$ cat config.mk
export PLATFORM = sky130hd
export DESIGN_NAME = fifod2mac
export DESIGN_NICKNAME = d
export VERILOG_FILES = /design/src/rtl/fifod2mac.sv
export SDC_FILE = /design/constraint.sdc
export NUM_CORES = 1
export LEC_CHECK = 0
export BUFFER_PORTS_ARGS = -buffer_cell sky130_fd_sc_hd__buf_2
export CORE_MARGIN = 2
export CORE_UTILIZATION = 44
export DETAILED_ROUTE_END_ITERATION = 6
export SYNTH_ARGS = -nofsm -noshare
export SYNTH_HDL_FRONTEND = slang
export SYNTH_SLANG_ARGS = --single-unit
$ cat constraint.sdc
create_clock -name clk -period 3.2 [get_ports clk]
set_input_delay 0.32 -clock clk [delete_from_list [all_inputs] [get_ports clk]]
set_output_delay 0.32 -clock clk [all_outputs]
set_load 0.02 [all_outputs]
$ cat src/rtl/fifod2mac.sv
// Transmit bridge from the ADC data FIFO to the MAC UDP payload port.
// Latches a frame length, requests a UDP send, streams FIFO bytes per MAC strobe, reports done.
module fifod2mac #(
  parameter logic [23:0] TIMEOUT = 24'd1_000_000
) (
  input  logic        clk,
  input  logic        rst_n,
  input  logic        fs,
  output logic        fd,
  output logic        err,
  input  logic [11:0] eth_tx_len,
  output logic        fifod_rxen,
  input  logic [7:0]  fifod_rxd,
  input  logic        fifod_empty,
  output logic        fs_udp_tx,
  input  logic        fd_udp_tx,
  output logic [11:0] udp_tx_len,
  input  logic        flag_udp_tx_req,
  input  logic        udp_txen,
  output logic [7:0]  udp_txd,
  output logic [2:0]  dbg_state_o
);

  // Handshake: fs/fd are levels. The requester holds fs until it sees fd; fd stays
  // high until fs drops. fs_udp_tx/fd_udp_tx towards the MAC follow the same rule.
  typedef enum logic [2:0] {
    S_IDLE, S_LOAD, S_REQ, S_SEND, S_WAIT, S_DONE
  } state_t;

  state_t      state_q;
  logic [11:0] len_q;
  logic [11:0] cnt_q;
  logic [23:0] wdog_q;
  logic        rd_q;
  logic        fd_q;
  logic        err_q;
  logic        fs_udp_tx_q;

  logic slot;
  logic underrun;
  logic wdog_exp;

  // A byte slot is every strobe in SEND until the frame length is consumed.
  assign slot       = (state_q == S_SEND) && udp_txen && (cnt_q < len_q);
  assign fifod_rxen = slot && !fifod_empty;
  assign underrun   = slot && fifod_empty;
  assign wdog_exp   = (wdog_q == (TIMEOUT - 24'd1));

  assign udp_txd     = rd_q ? fifod_rxd : 8'h00;
  assign fd          = fd_q;
  assign err         = err_q;
  assign fs_udp_tx   = fs_udp_tx_q;
  assign udp_tx_len  = len_q;
  assign dbg_state_o = state_q;

  always_ff @(posedge clk) begin
    if (!rst_n) begin
      state_q     <= S_IDLE;
      len_q       <= 12'd0;
      cnt_q       <= 12'd0;
      wdog_q      <= 24'd0;
      rd_q        <= 1'b0;
      fd_q        <= 1'b0;
      err_q       <= 1'b0;
      fs_udp_tx_q <= 1'b0;
    end else begin
      rd_q <= fifod_rxen;
      case (state_q)
        S_IDLE: begin
          if (fs) begin
            state_q <= S_LOAD;
            len_q   <= eth_tx_len;
            err_q   <= 1'b0;
            cnt_q   <= 12'd0;
            wdog_q  <= 24'd0;
          end
        end
        S_LOAD: begin
          wdog_q <= 24'd0;
          if (len_q == 12'd0) begin
            state_q <= S_DONE;
            fd_q    <= 1'b1;
          end else begin
            state_q     <= S_REQ;
            fs_udp_tx_q <= 1'b1;
          end
        end
        S_REQ: begin
          if (flag_udp_tx_req) begin
            state_q <= S_SEND;
            wdog_q  <= 24'd0;
          end else if (wdog_exp) begin
            state_q     <= S_DONE;
            wdog_q      <= 24'd0;
            fd_q        <= 1'b1;
            err_q       <= 1'b1;
            fs_udp_tx_q <= 1'b0;
          end else begin
            wdog_q <= wdog_q + 24'd1;
          end
        end
        S_SEND: begin
          if (slot) begin
            cnt_q <= cnt_q + 12'd1;
            // An empty FIFO still consumes the slot so the MAC frame length holds.
            if (underrun) err_q <= 1'b1;
            if ((cnt_q + 12'd1) == len_q) begin
              state_q <= S_WAIT;
              wdog_q  <= 24'd0;
            end
          end
        end
        S_WAIT: begin
          if (fd_udp_tx) begin
            state_q     <= S_DONE;
            wdog_q      <= 24'd0;
            fd_q        <= 1'b1;
            fs_udp_tx_q <= 1'b0;
          end else if (wdog_exp) begin
            state_q     <= S_DONE;
            wdog_q      <= 24'd0;
            fd_q        <= 1'b1;
            err_q       <= 1'b1;
            fs_udp_tx_q <= 1'b0;
          end else begin
            wdog_q <= wdog_q + 24'd1;
          end
        end
        S_DONE: begin
          if (!fs) begin
            state_q <= S_IDLE;
            fd_q    <= 1'b0;
          end
        end
        default: begin
          state_q     <= S_IDLE;
          fd_q        <= 1'b0;
          fs_udp_tx_q <= 1'b0;
        end
      endcase
    end
  end

endmodule

==> results of run 1 <==
## synth_stat cells, types with 9 or more instances
cell type,number,share of area
sky130_fd_sc_hd__inv_1,18,0.018
sky130_fd_sc_hd__nor2_1,35,0.036
sky130_fd_sc_hd__nand3_1,18,0.024
sky130_fd_sc_hd__a21oi_1,19,0.026
sky130_fd_sc_hd__o21ai_0,17,0.023
sky130_fd_sc_hd__ha_1,14,0.048
sky130_fd_sc_hd__nand2_1,70,0.071
sky130_fd_sc_hd__a31oi_1,27,0.046
sky130_fd_sc_hd__o21a_1,9,0.018
sky130_fd_sc_hd__dfxtp_1,55,0.30
sky130_fd_sc_hd__nor3_1,17,0.023
sky130_fd_sc_hd__o21ai_1,17,0.023
sky130_fd_sc_hd__clkbuf_1,10,0.010
sky130_fd_sc_hd__nand4_1,9,0.015
sky130_fd_sc_hd__buf_2,12,0.016
sky130_fd_sc_hd__and2_1,10,0.017
sky130_fd_sc_hd__a21boi_0,18,0.037
## sequential cells by signal (all words and copies together) (netlist names)
name,cells
cnt_q,12
dbg_state_o,3
err,1
fd,1
fs_udp_tx,1
rd_q,1
udp_tx_len,12
wdog_q,24
## worst max-delay path, cell delays in order (launching register included)
cell,delay (ns)
sky130_fd_sc_hd__dfxtp_1,0.47
sky130_fd_sc_hd__inv_1,0.07
sky130_fd_sc_hd__ha_1,0.33
sky130_fd_sc_hd__a2111oi_0,0.37
sky130_fd_sc_hd__o21ai_0,0.25
sky130_fd_sc_hd__a211o_1,0.50
sky130_fd_sc_hd__nor2_1,0.19
sky130_fd_sc_hd__buf_2,0.19
## power by group through the flow
stage	Clock, mW	Sequential, mW	Combinational (mW)
after floorplan	0	0.898	0.741
after global placement	0	0.850	1.07
after detailed placement	0	0.851	1.08
after CTS	0.509	0.836	1.08
after global routing	0.533	0.850	1.21
final	0.496	0.836	1.09
## logic make-up after synthesis
family,Yosys count,synth area share
buf+inv,46,0.06122
xor+xnor,11,0.02619
compound gates,143,0.2578
simple gates,212,0.3020
mux,2,0.005782
flops,55,0.2993
fa+ha+maj,14,0.04762
## layer usage
layer	part of all wire	up-vias
met3	0.057	8
met1	0.51	1747
met4	0.0061	0
met2	0.42	112
met5	0	-
li1	-	1856
## metrics by stage
step	instance area [um^2]	hold slack, ns
after global placement	4001	0.4485
after detailed placement	4001	0.4575
after CTS	4116	0.2405
after global routing	4120	0.2528
after floorplan	3679	0.4292
final	4120	0.2459
## worst paths after layout
path / startpoint / cells after the start / end
setup / recovery: udp_tx_len[11]$_SDFFE_PN0P_ / 7 / fifod_rxen
hold / removal: eth_tx_len[5] / 3 / udp_tx_len[5]$_SDFFE_PN0P_
setup reg to reg: udp_tx_len[11]$_SDFFE_PN0P_ / 8 / cnt_q[5]$_SDFFE_PN0P_
hold reg to reg: wdog_q[23]$_SDFFE_PN0P_ / 1 / wdog_q[23]$_SDFFE_PN0P_
## final cells by class
cell class | instances | area, um^2
timing repair buffer | 63 | 340.3
tap | 105 | 131.4
inverter | 19 | 71.32
multi-input combinational | 382 | 2361
fill | 851 | 4055
sequential | 55 | 1101
clock buffer | 5 | 68.82
clock inverter | 3 | 46.29
==> impl_summary.md, run 1 <==
Synthesis
When the netlist entered floorplanning its net count stood at approximately 520. The count of cell types in the netlist is 69. Counting flops with a built-in enable in the synthesized netlist gives 0. During synthesis, Yosys emitted a total of 0 warnings.

Synthesis produced a netlist whose cell count is between 400 and 500. The sequential area share after synthesis is 0.2993. The number of synthesized register bits is between 50 and 60. Each instance of the synthesized netlist takes up on average 7.616 um^2.

The primary flip-flop cell chosen by synthesis mapping is sky130_fd_sc_hd__dfxtp_1. Summing every instance area after synthesis gives 0.003679 mm^2. The share of flip-flops with an asynchronous set or reset is 0.

Final layout
The net total in the final layout is ~570. The count of placed standard cells in the final layout, fillers left out is about 630. The share of layout cells above drive strength 1 is 0.1784. The top cell types in the final layout, fill and taps aside, are 70 x sky130_fd_sc_hd__nand2_1, 55 x sky130_fd_sc_hd__dfxtp_1, 53 x sky130_fd_sc_hd__buf_2, 35 x sky130_fd_sc_hd__nor2_1, 27 x sky130_fd_sc_hd__a31oi_1. The final standard cell utilization of the core is 0.5040. The synthesis-to-layout area growth is 12.01%. The leading cell type in the layout, fill and taps excluded is sky130_fd_sc_hd__nand2_1.

The repair_antennas step left the layout with diodes totalling 0.

Clock network
The clock net in this run drives a total of between 50 and 60 sinks. At the later pin of the worst-skew pair, clock insertion delay measures 0.31 ns. The clock edge transition at the registers on the reported setup and hold paths is roughly 0.11 ns.

Buffers added to address setup during post-CTS repair amount to 0. The clock tree from TritonCTS is built. The cell sitting at the root of the clock tree is a sky130_fd_sc_hd__clkbuf_8. In this run, post-CTS repair resized a total of 0 instances. The clock passes through at most 2 buffers. The number of hold buffers added after CTS was 0. In this run, CTS created clock tree buffers numbering 5.

The total number of H-tree levels is 2.

Global route
Entering global routing, the biggest net connects 47 pins. The initial antenna violation count is 0. The total global routing track utilization is 0.2311. The global-route wire length before repair is 16.66 mm. The met3 track utilization from global routing is 0.03241. For met1 alone, demand over resource in global routing was 0.3657. Summed over all layers, the global routing overflow is 0. In this run the most used layer during global routing was met1.

The met2 usage is 0.3310. The via count of the first global-routing pass is 3333.

Routing
The iteration count of the initial detailed-routing pass is 5. Detailed routing inserted a total of between 3k and 4k vias. The final wirelength is around 10 mm. Dividing the detail-routed via count by the number of cells gives 5.891. For this block, the initial DRC count from the detailed router was between 200 and 300. The average wire per cell in the routed design is 15.92 um. In the routed design, unresolved DRC markers number 0. Once detail routing completed, the nets flagged for antenna violations numbered 0.

Critical path
The worst setup path is launched from a flop. Data on the critical path is required at its endpoint by ~2.9 ns. The endpoint type of the worst setup path is an output pin. The setup slack of the most critical reg-to-reg path is 0.36 ns. In this run the worst path has a maximum fanout of 13.

The endpoint arrival time on the critical path is 2.69 ns. The category of the most critical setup path is reg -> out.

Timing
Of the available clock period, the critical path in the final layout requires 0.9403. The final critical-path required period is ~3.0 ns. The final hold violation count is 0. Static timing analysis puts the maximum clock frequency at about 0.33 GHz. Setup repair after global routing left no endpoint under its margin.

On the final layout, the worst clock skew is about 0.0096 ns. The transition at the pin with the smallest max-transition slack is approximately 0.74 ns. The headroom to the max-slew limit is 0.5055. The number of max-slew violations in the final report came to 0. The setup TNS after final layout is 0 ns.

The worst path meets setup with between 0.15 and 0.2 ns of slack. Setup violations remaining at the end of the flow were counted as 0.

Placed design
At the placement stage, the worst setup path has a slack of 0.1754 ns. The count of buffers from port buffering is 53. Once detailed placement completed, the half-perimeter wirelength came to 7.253 mm. At the end of routability-driven placement, the weighted congestion stood at 0.9070. The post-placement cell count is around 620.

Floorplan
From bottom edge to top edge, the die measures between 90 and 100 um. The floorplan has 33 rows. The floorplan step defined a die boundary enclosing 0.009108 mm^2. between 50 and 60 I/O pins were placed. The die outline width is 95.44 um. The core region is 0.008175 mm^2. The effective utilization at floorplan is 0.4500.

Pwr
The share of total power dissipated in sequential elements is 0.346. For this design the total switching power over the nets is 1.069 mW. In this run the power density over the cells is 587.4 mW/mm^2.

The share of power burned in the clock network is 0.205. The design draws 2.420 mW. For this design the static power due to leakage is 1.528 nW.

The cell-internal power is 1.351 mW. The worst supply voltage drop on vdd is between 0.2 and 0.25 mV. The combinational fraction of design power is 0.450.

The switching power as a share of total power is 0.4418.

Flow run
The tool flagged a number of max-cap violations equal to 0.

Worst hold path
The worst hold path belongs to the class in -> reg.

Run status
The flow ran to the end, and the final reports show no timing, DRC or antenna violations.
Note: power is estimated with default switching activity, not from simulation.
==> run 2, diff against run 1 <==
==> constraint.sdc (replaced) <==
create_clock -name clk -period 3.2 [get_ports clk]
set_input_delay 0 -clock clk [delete_from_list [all_inputs] [get_ports clk]]
set_output_delay 0 -clock clk [all_outputs]
set_load 0.02 [all_outputs]
==> run 2 against run 1 <==
Effect of this change: hold slack lost 0.24 ns; final cell count grew 1.4%; non-clock buffer count grew 9; sequential power grew 4.1%; final area grew 1.9%; maximum frequency grew 4.3%; worst setup slack gained 0.12 ns; via count grew 0.56%; core utilization grew 0.98 points; largest power group unchanged; power shrank 2.6%; combinational power shrank 4%.
==> impl_summary.md, run 2 (same netlist as run 1, synthesis figures left out) <==
Global route
The remaining global-route overflow is 0 (unchanged). The pin count of the biggest net entering global routing is 48 (was 47). The global-route wire length before repair came to 16.86 mm (was 16.66 mm). The via count of the first global-routing pass is 3339 (was 3333). The total global routing track utilization is 0.2327 (was 0.2311). The initial antenna violation count is 0 (unchanged).

Final layout
The count of placed standard cells in the final layout, fillers left out came to 641 (was 632). The flip-flop count of the largest register after layout is 24 (unchanged). The register with the highest flop count is wdog_q (unchanged).

The synthesis-to-layout area growth is 14.18% (was 12.01%). The antenna diode count came to 0 (unchanged). The final standard cell utilization of the core is 0.5138 (was 0.5040). The share of layout cells above drive strength 1 is 0.1698 (was 0.1784). The count of fill cells added during filler insertion is 827 (was 851).

The net total in the final layout was 576 (was 567). The final design instance area without fill was 0.004200 mm^2 (was 0.004120 mm^2). The leading cell type in the layout, fill and taps excluded is sky130_fd_sc_hd__nand2_1 (unchanged). Most frequent cells in the layout: 70 x sky130_fd_sc_hd__nand2_1, 55 x sky130_fd_sc_hd__dfxtp_1, 53 x sky130_fd_sc_hd__buf_2, 35 x sky130_fd_sc_hd__nor2_1, 27 x sky130_fd_sc_hd__a31oi_1 (unchanged).

Pwr
The switching power as a share of total power was 0.4454 (was 0.4418). The power per standard cell area is 561.1 mW/mm^2 (was 587.4 mW/mm^2). The share of power burned in the clock network came to 0.185 (was 0.205). The register share of total power is 0.369 (was 0.346). The leakage power figure came to 1.559 nW (was 1.528 nW). The combinational fraction of design power is 0.446 (was 0.450).

The cell-internal power came to 1.307 mW (was 1.351 mW). The overall power after layout is 2.357 mW (was 2.420 mW). The worst supply voltage drop on vdd is 0.2277 mV (was 0.2387 mV). The switching power total is 1.050 mW (was 1.069 mW).

Critical path
The highest cell delay on the worst timing path is 0.47 ns (was 0.50 ns). The category of the most critical setup path was reg -> reg (was reg -> out). Crit-path cells: inv_1 -> ha_1 -> a2111oi_0 -> o21ai_0 -> a211o_1 -> a21oi_1 -> a21boi_0 -> o21a_1 (was inv_1 -> ha_1 -> a2111oi_0 -> o21ai_0 -> a211o_1 -> nor2_1 -> buf_2).

The endpoint type of the worst setup path was a flop (was output pin). The data required time of the worst path is 3.40 ns (was 2.88 ns). The launching element type of the critical path was a flop (unchanged). The master of the slowest instance on the critical path is sky130_fd_sc_hd__a211o_1 (unchanged). The highest fanout seen on the critical path is 13 (unchanged). The endpoint arrival time on the critical path is 3.09 ns (was 2.69 ns).

Clock network
The clock tree from TritonCTS is built (unchanged). The clock root buffer master is sky130_fd_sc_hd__clkbuf_8 (unchanged). The number of cells upsized or downsized after cts is 0 (unchanged). The number of buffers inserted by post-CTS setup repair is 0 (unchanged). The number of sinks driven by the clock tree is 55 (unchanged). The maximum clock insertion buffer count was 2 (unchanged). The clock buffer count from CTS is 5 (unchanged). The clock latency on the worst-skew pair is 0.31 ns (about the same). The number of buffers inserted for hold repair after clock tree synthesis is 11 (was 0). The total number of H-tree levels was 2 (unchanged).

The clock edge transition at the registers on the reported setup and hold paths is 0.11 ns (about the same).

Floorplan
The I/O pin count was 54 (unchanged). The die outline width was 95.44 um (unchanged). The total number of placement rows is 33 (unchanged). The full die area is 0.009108 mm^2 (unchanged). The area of the core was 0.008175 mm^2 (unchanged). The floorplan die height is 95.44 um (unchanged).

The effective utilization at floorplan is 0.4500 (unchanged).

Routing
The count of unresolved DRC violations after routing is 0 (unchanged). The number of nets with antenna violations after routing came to 0 (unchanged). The ratio of routed vias to standard cells was 5.841 (was 5.891). The count of routing violations after the opening detailed-route iteration came to 307 (was 252). The iteration count of the initial detailed-routing pass came to 5 (unchanged). The final wirelength came to 10.25 mm (was 10.06 mm). The average wire per cell in the routed design is 15.98 um (was 15.92 um). The routed via count came to 3744 (was 3723).

Timing
The top achievable clock speed is 0.3465 GHz (was 0.3323 GHz). The number of max-slew violations in the final report is 0 (unchanged). The final hold violation count is 0 (unchanged). The headroom to the max-slew limit is 0.4493 (was 0.5055). Unrepaired setup endpoints after global routing: false (unchanged). The setup clock skew after layout is 0.01646 ns (was 0.009625 ns). The transition at the pin with the smallest max-transition slack came to 0.8215 ns (was 0.7377 ns).

The setup TNS after final layout is 0 ns (unchanged). The period utilization came to 0.9018 (was 0.9403). The final critical-path required period was 2.886 ns (was 3.009 ns). The number of setup violations in the final report is 0 (unchanged).

Flow run
The number of violations of the max-capacitance limit is 0 (unchanged).

Placed design
The weighted congestion at the end of routability-driven global placement is 0.8906 (was 0.9070). The count of buffers from port buffering was 53 (unchanged). The detailed-placement wirelength estimate is 7.277 mm (was 7.253 mm). The placed cell area is 0.003986 mm^2 (was 0.004001 mm^2). The post-placement cell count is 622 (was 624).

Run status
Run status: completed (unchanged).

Worst hold path
The type of the tightest min-delay check is in -> reg (unchanged).
-- run 2: cell count changes in the layout (fill, tap and decap cells not counted) --
cell,change
sky130_fd_sc_hd__a21oi_2,-1
sky130_fd_sc_hd__bufinv_16,-1
sky130_fd_sc_hd__clkbuf_8,+2
sky130_fd_sc_hd__a21oi_1,+1
sky130_fd_sc_hd__buf_4,-2
sky130_fd_sc_hd__dlygate4sd3_1,+11
sky130_fd_sc_hd__inv_6,-1
-- run 2: routing by layer --
layer	up-vias	track usage	wire, um
li1	1872	-	-
met1	1755	0.3487	5035
met2	104	0.3556	4547
met3	13	0.03083	548
met4	0	0.05000	114
met5	-	0	0
-- run 2: worst max-delay path, delay by kind of cell (launching register included) --
kind,cells,cell delay [ns]
adders and majority gates,1,0.32
DFF,1,0.45
buffers and inverters,1,0.07
AOI/OAI and AO/OA,6,1.95
-- run 2: power by group through the flow --
stage / combinational, mW / clock (mW) / sequential [mW]
final: 1.05 / 0.436 / 0.870
after global routing: 1.17 / 0.473 / 0.885
after detailed placement: 1.03 / 0 / 0.885
after CTS: 1.05 / 0.449 / 0.870
after floorplan: 0.741 / 0 / 0.898
after global placement: 1.03 / 0 / 0.882
-- run 2: final timing paths --
kind              slack [ns]                 endpoint                   startpoint  cells after the start
hold reg to reg         0.49  wdog_q[19]$_SDFFE_PN0P_      wdog_q[19]$_SDFFE_PN0P_                      1
setup / recovery        0.31    cnt_q[5]$_SDFFE_PN0P_  udp_tx_len[11]$_SDFFE_PN0P_                      8
hold / removal         0.007          rd_q$_SDFF_PN0_                  fifod_empty                      3
setup reg to reg        0.31    cnt_q[5]$_SDFFE_PN0P_  udp_tx_len[11]$_SDFFE_PN0P_                      8
-- run 2: through the flow --
stage,hold slack (ns),worst slack (ns)
floorplan,0.08437,0.6764
detailed placement,0.2576,0.3284
finish,0.007489,0.3142
CTS,0.003433,0.3001
global placement,0.2515,0.3972
global route,0.0004454,0.04322
-- run 2: layout make-up --
cell class	instances	area (um^2)	share of cell area
clock buffer	7	96.34	0.02294
timing repair buffer	72	435.4	0.1037
multi-input combinational	382	2357	0.5612
sequential	55	1101	0.2621
inverter	19	71.32	0.01698
clock inverter	1	7.507	0.001787
tap	105	131.4	0.03128
==> run 3, diff against run 2 <==
Settings changed: CORE_MARGIN 2 to 4.
==> run 3 against run 2 <==
Effect of this change: hold slack better by 0.049 ns; register-to-register slack lost 0.08 ns; die area increased by 8.6%; highest routed layer unchanged; via count is 0.43% lower; worst setup slack got worse by 0.076 ns; combinational power increased by 5%; first-iteration DRC count grew 7.5%; count of clock-buffer cells in the layout is 1 lower; non-clock buffer count up 3.
==> impl_summary.md, run 3 (same netlist as run 1, synthesis figures left out) <==
Timing
The setup TNS after final layout is 0 ns (unchanged). The headroom to the max-slew limit is 0.4869 (was 0.4493). The minimum hold slack was 0.05690 ns (was 0.007489 ns).

The final hold violation count came to 0 (unchanged). The setup clock skew after layout is 0.01131 ns (was 0.01646 ns). The number of max-slew violations in the final report was 0 (unchanged). Unrepaired setup endpoints after global routing: false (unchanged).

The number of setup violations in the final report is 0 (unchanged). The final critical-path required period is 2.962 ns (was 2.886 ns). The top achievable clock speed is 0.3376 GHz (was 0.3465 GHz).

The period utilization is 0.9257 (was 0.9018). The transition at the pin with the smallest max-transition slack came to 0.7655 ns (was 0.8215 ns).

Routing
The iteration count of the initial detailed-routing pass is 5 (unchanged). The final wirelength is 10.60 mm (was 10.25 mm). The count of unresolved DRC violations after routing was 0 (unchanged). The average wire per cell in the routed design is 16.49 um (was 15.98 um). The routed via count is 3728 (was 3744).

The ratio of routed vias to standard cells was 5.798 (was 5.841). The count of routing violations after the opening detailed-route iteration is 330 (was 307). The number of nets with antenna violations after routing is 0 (unchanged).

Critical path
The reg-to-reg startpoint is udp_tx_len[11]$_SDFFE_PN0P_ (unchanged). The end of the critical path is cnt_q[11]$_SDFFE_PN0P_ (was cnt_q[5]$_SDFFE_PN0P_). The master of the slowest instance on the critical path is sky130_fd_sc_hd__a211o_1 (unchanged). The highest cell delay on the worst timing path is 0.48 ns (was 0.47 ns). The endpoint of the worst register-to-register path was cnt_q[11]$_SDFFE_PN0P_ (was cnt_q[5]$_SDFFE_PN0P_). The endpoint arrival time on the critical path is 3.18 ns (was 3.09 ns). The endpoint type of the worst setup path is a flop (unchanged). The setup slack of the most critical reg-to-reg path is 0.24 ns (was 0.31 ns). The launching element type of the critical path is a flop (unchanged).

The category of the most critical setup path is reg -> reg (unchanged). The highest fanout seen on the critical path was 13 (unchanged). The data required time of the worst path came to 3.42 ns (was 3.40 ns). The start point of the critical path is udp_tx_len[11]$_SDFFE_PN0P_ (unchanged). The worst reg-to-reg path cell count is 8 (unchanged).

Crit-path cells: inv_1 -> ha_1 -> a2111oi_0 -> o21ai_0 -> a211o_1 -> a21oi_1 -> a21boi_0 -> o21a_1 (unchanged).

Final layout
The antenna diode count was 0 (unchanged). The share of layout cells above drive strength 1 is 0.1710 (was 0.1698). The leading cell type in the layout, fill and taps excluded is sky130_fd_sc_hd__nand2_1 (unchanged). The register with the highest flop count is wdog_q (unchanged). The flip-flop count of the largest register after layout is 24 (unchanged). The synthesis-to-layout area growth came to 14.42% (was 14.18%). The net total in the final layout is 579 (was 576). The final design instance area without fill is 0.004209 mm^2 (was 0.004200 mm^2). Most frequent cells in the layout: 70 x sky130_fd_sc_hd__nand2_1, 55 x sky130_fd_sc_hd__dfxtp_1, 53 x sky130_fd_sc_hd__buf_2, 35 x sky130_fd_sc_hd__nor2_1, 27 x sky130_fd_sc_hd__a31oi_1 (unchanged).

Global route
The global-route wire length before repair is 17.50 mm (was 16.86 mm). The pin count of the biggest net entering global routing came to 48 (unchanged). The initial antenna violation count came to 0 (unchanged). The total global routing track utilization is 0.2145 (was 0.2327).

The remaining global-route overflow was 0 (unchanged). The via count of the first global-routing pass was 3480 (was 3339).

Clock network
The clock tree from TritonCTS is built (unchanged). The number of cells upsized or downsized after cts is 0 (unchanged). The maximum clock insertion buffer count is 2 (unchanged). The clock edge transition at the registers on the reported setup and hold paths was 0.10 ns (was 0.11 ns).

The clock latency on the worst-skew pair is 0.32 ns (was 0.31 ns). The number of buffers inserted by post-CTS setup repair is 0 (unchanged). The clock root buffer master is sky130_fd_sc_hd__clkbuf_8 (unchanged). The clock buffer count from CTS is 5 (unchanged). The number of sinks driven by the clock tree is 55 (unchanged). The total number of H-tree levels came to 2 (unchanged).

Floorplan
The effective utilization at floorplan was 0.4500 (unchanged). The die outline width is 99.44 um (was 95.44 um). The I/O pin count is 54 (unchanged).

The area of the core is 0.008175 mm^2 (unchanged). The floorplan die height is 99.44 um (was 95.44 um). The full die area is 0.009887 mm^2 (was 0.009108 mm^2). The total number of placement rows was 33 (unchanged).

Placed design
The count of buffers from port buffering is 53 (unchanged). The weighted congestion at the end of routability-driven global placement was 0.9549 (was 0.8906). The detailed-placement wirelength estimate was 7.657 mm (was 7.277 mm).

The placed cell area was 0.004001 mm^2 (was 0.003986 mm^2).

Pwr
The leakage power figure was 1.570 nW (was 1.559 nW). The worst supply voltage drop on vdd is 0.1919 mV (was 0.2277 mV). The power per standard cell area came to 558.4 mW/mm^2 (was 561.1 mW/mm^2).

Worst hold path
The type of the tightest min-delay check is in -> reg (unchanged).

Flow run
The number of violations of the max-capacitance limit is 0 (unchanged).

Run status
Run status: completed (unchanged).
## run 3: cell count changes in the layout (fill, tap and decap cells not counted), sizes merged
cell / change
clkbuf: -1
dlygate4sd3: +1
clkinvlp: -1
clkinv: +1
buf: +2
## run 3: routing by layer
layer  wire, um  track usage  part of all wire
met1       5131       0.3061              0.48
met2       4693       0.3419              0.44
met3        685      0.03647             0.065
met4         89      0.04307            0.0084
met5          0            0                 0
## run 3: critical path: cells and delay by family, from the launching register on
family	cells	cell delay [ns]
adder cells (fa/ha/maj)	1	0.33
flip-flops	1	0.45
buffers and inverters	1	0.07
AO/OA/AOI/OAI	6	2.02
## run 3: power breakdown
| group | internal [mW] | switching [mW] | leakage, nW |
|---|---|---|---|
| sequential | 0.751 | 0.0868 | 0.446 |
| combinational | 0.371 | 0.732 | 1.08 |
| clock | 0.171 | 0.239 | 0.0470 |
## run 3: area by class of cell
cell class | count | area, um^2
repair buffers | 75 | 460.4
well taps | 105 | 131.4
flip-flops and latches | 55 | 1101
multi-input cells | 382 | 2357
clock buffers | 6 | 82.58
fillers | 819 | 3966
inverters | 19 | 71.32
clock inverters | 1 | 5.005
## run 3: stage by stage
stage | power (mW) | std cells | utilization | setup WS, ns
floorplan | 1.639 | 483 | - | 0.6764
global placement | 1.930 | 624 | 0.4894 | 0.4000
detailed placement | 1.930 | 624 | 0.4894 | 0.2690
CTS | 2.355 | 643 | 0.5148 | 0.2397
global route | 2.503 | 643 | 0.5148 | 0.1042
finish | 2.350 | 643 | 0.5148 | 0.2378
## run 3: worst min path at each step
stage	startpoint	end	cells after the start	slack (ns)
final	eth_tx_len[11]	udp_tx_len[11]$_SDFFE_PN0P_	3	0.06
after global routing	eth_tx_len[11]	udp_tx_len[11]$_SDFFE_PN0P_	3	0.05
after CTS	eth_tx_len[11]	udp_tx_len[11]$_SDFFE_PN0P_	3	0.03
after detailed placement	eth_tx_len[9]	udp_tx_len[9]$_SDFFE_PN0P_	3	0.26
after global placement	eth_tx_len[5]	udp_tx_len[5]$_SDFFE_PN0P_	3	0.25
after floorplan	fifod_empty	fifod_rxen	1	0.08
## run 3: what timing repair did
action	in CTS	in global routing
hold buffers	12	0
setup endpoints to repair	0	0
endpoints found under the hold margin	12	0
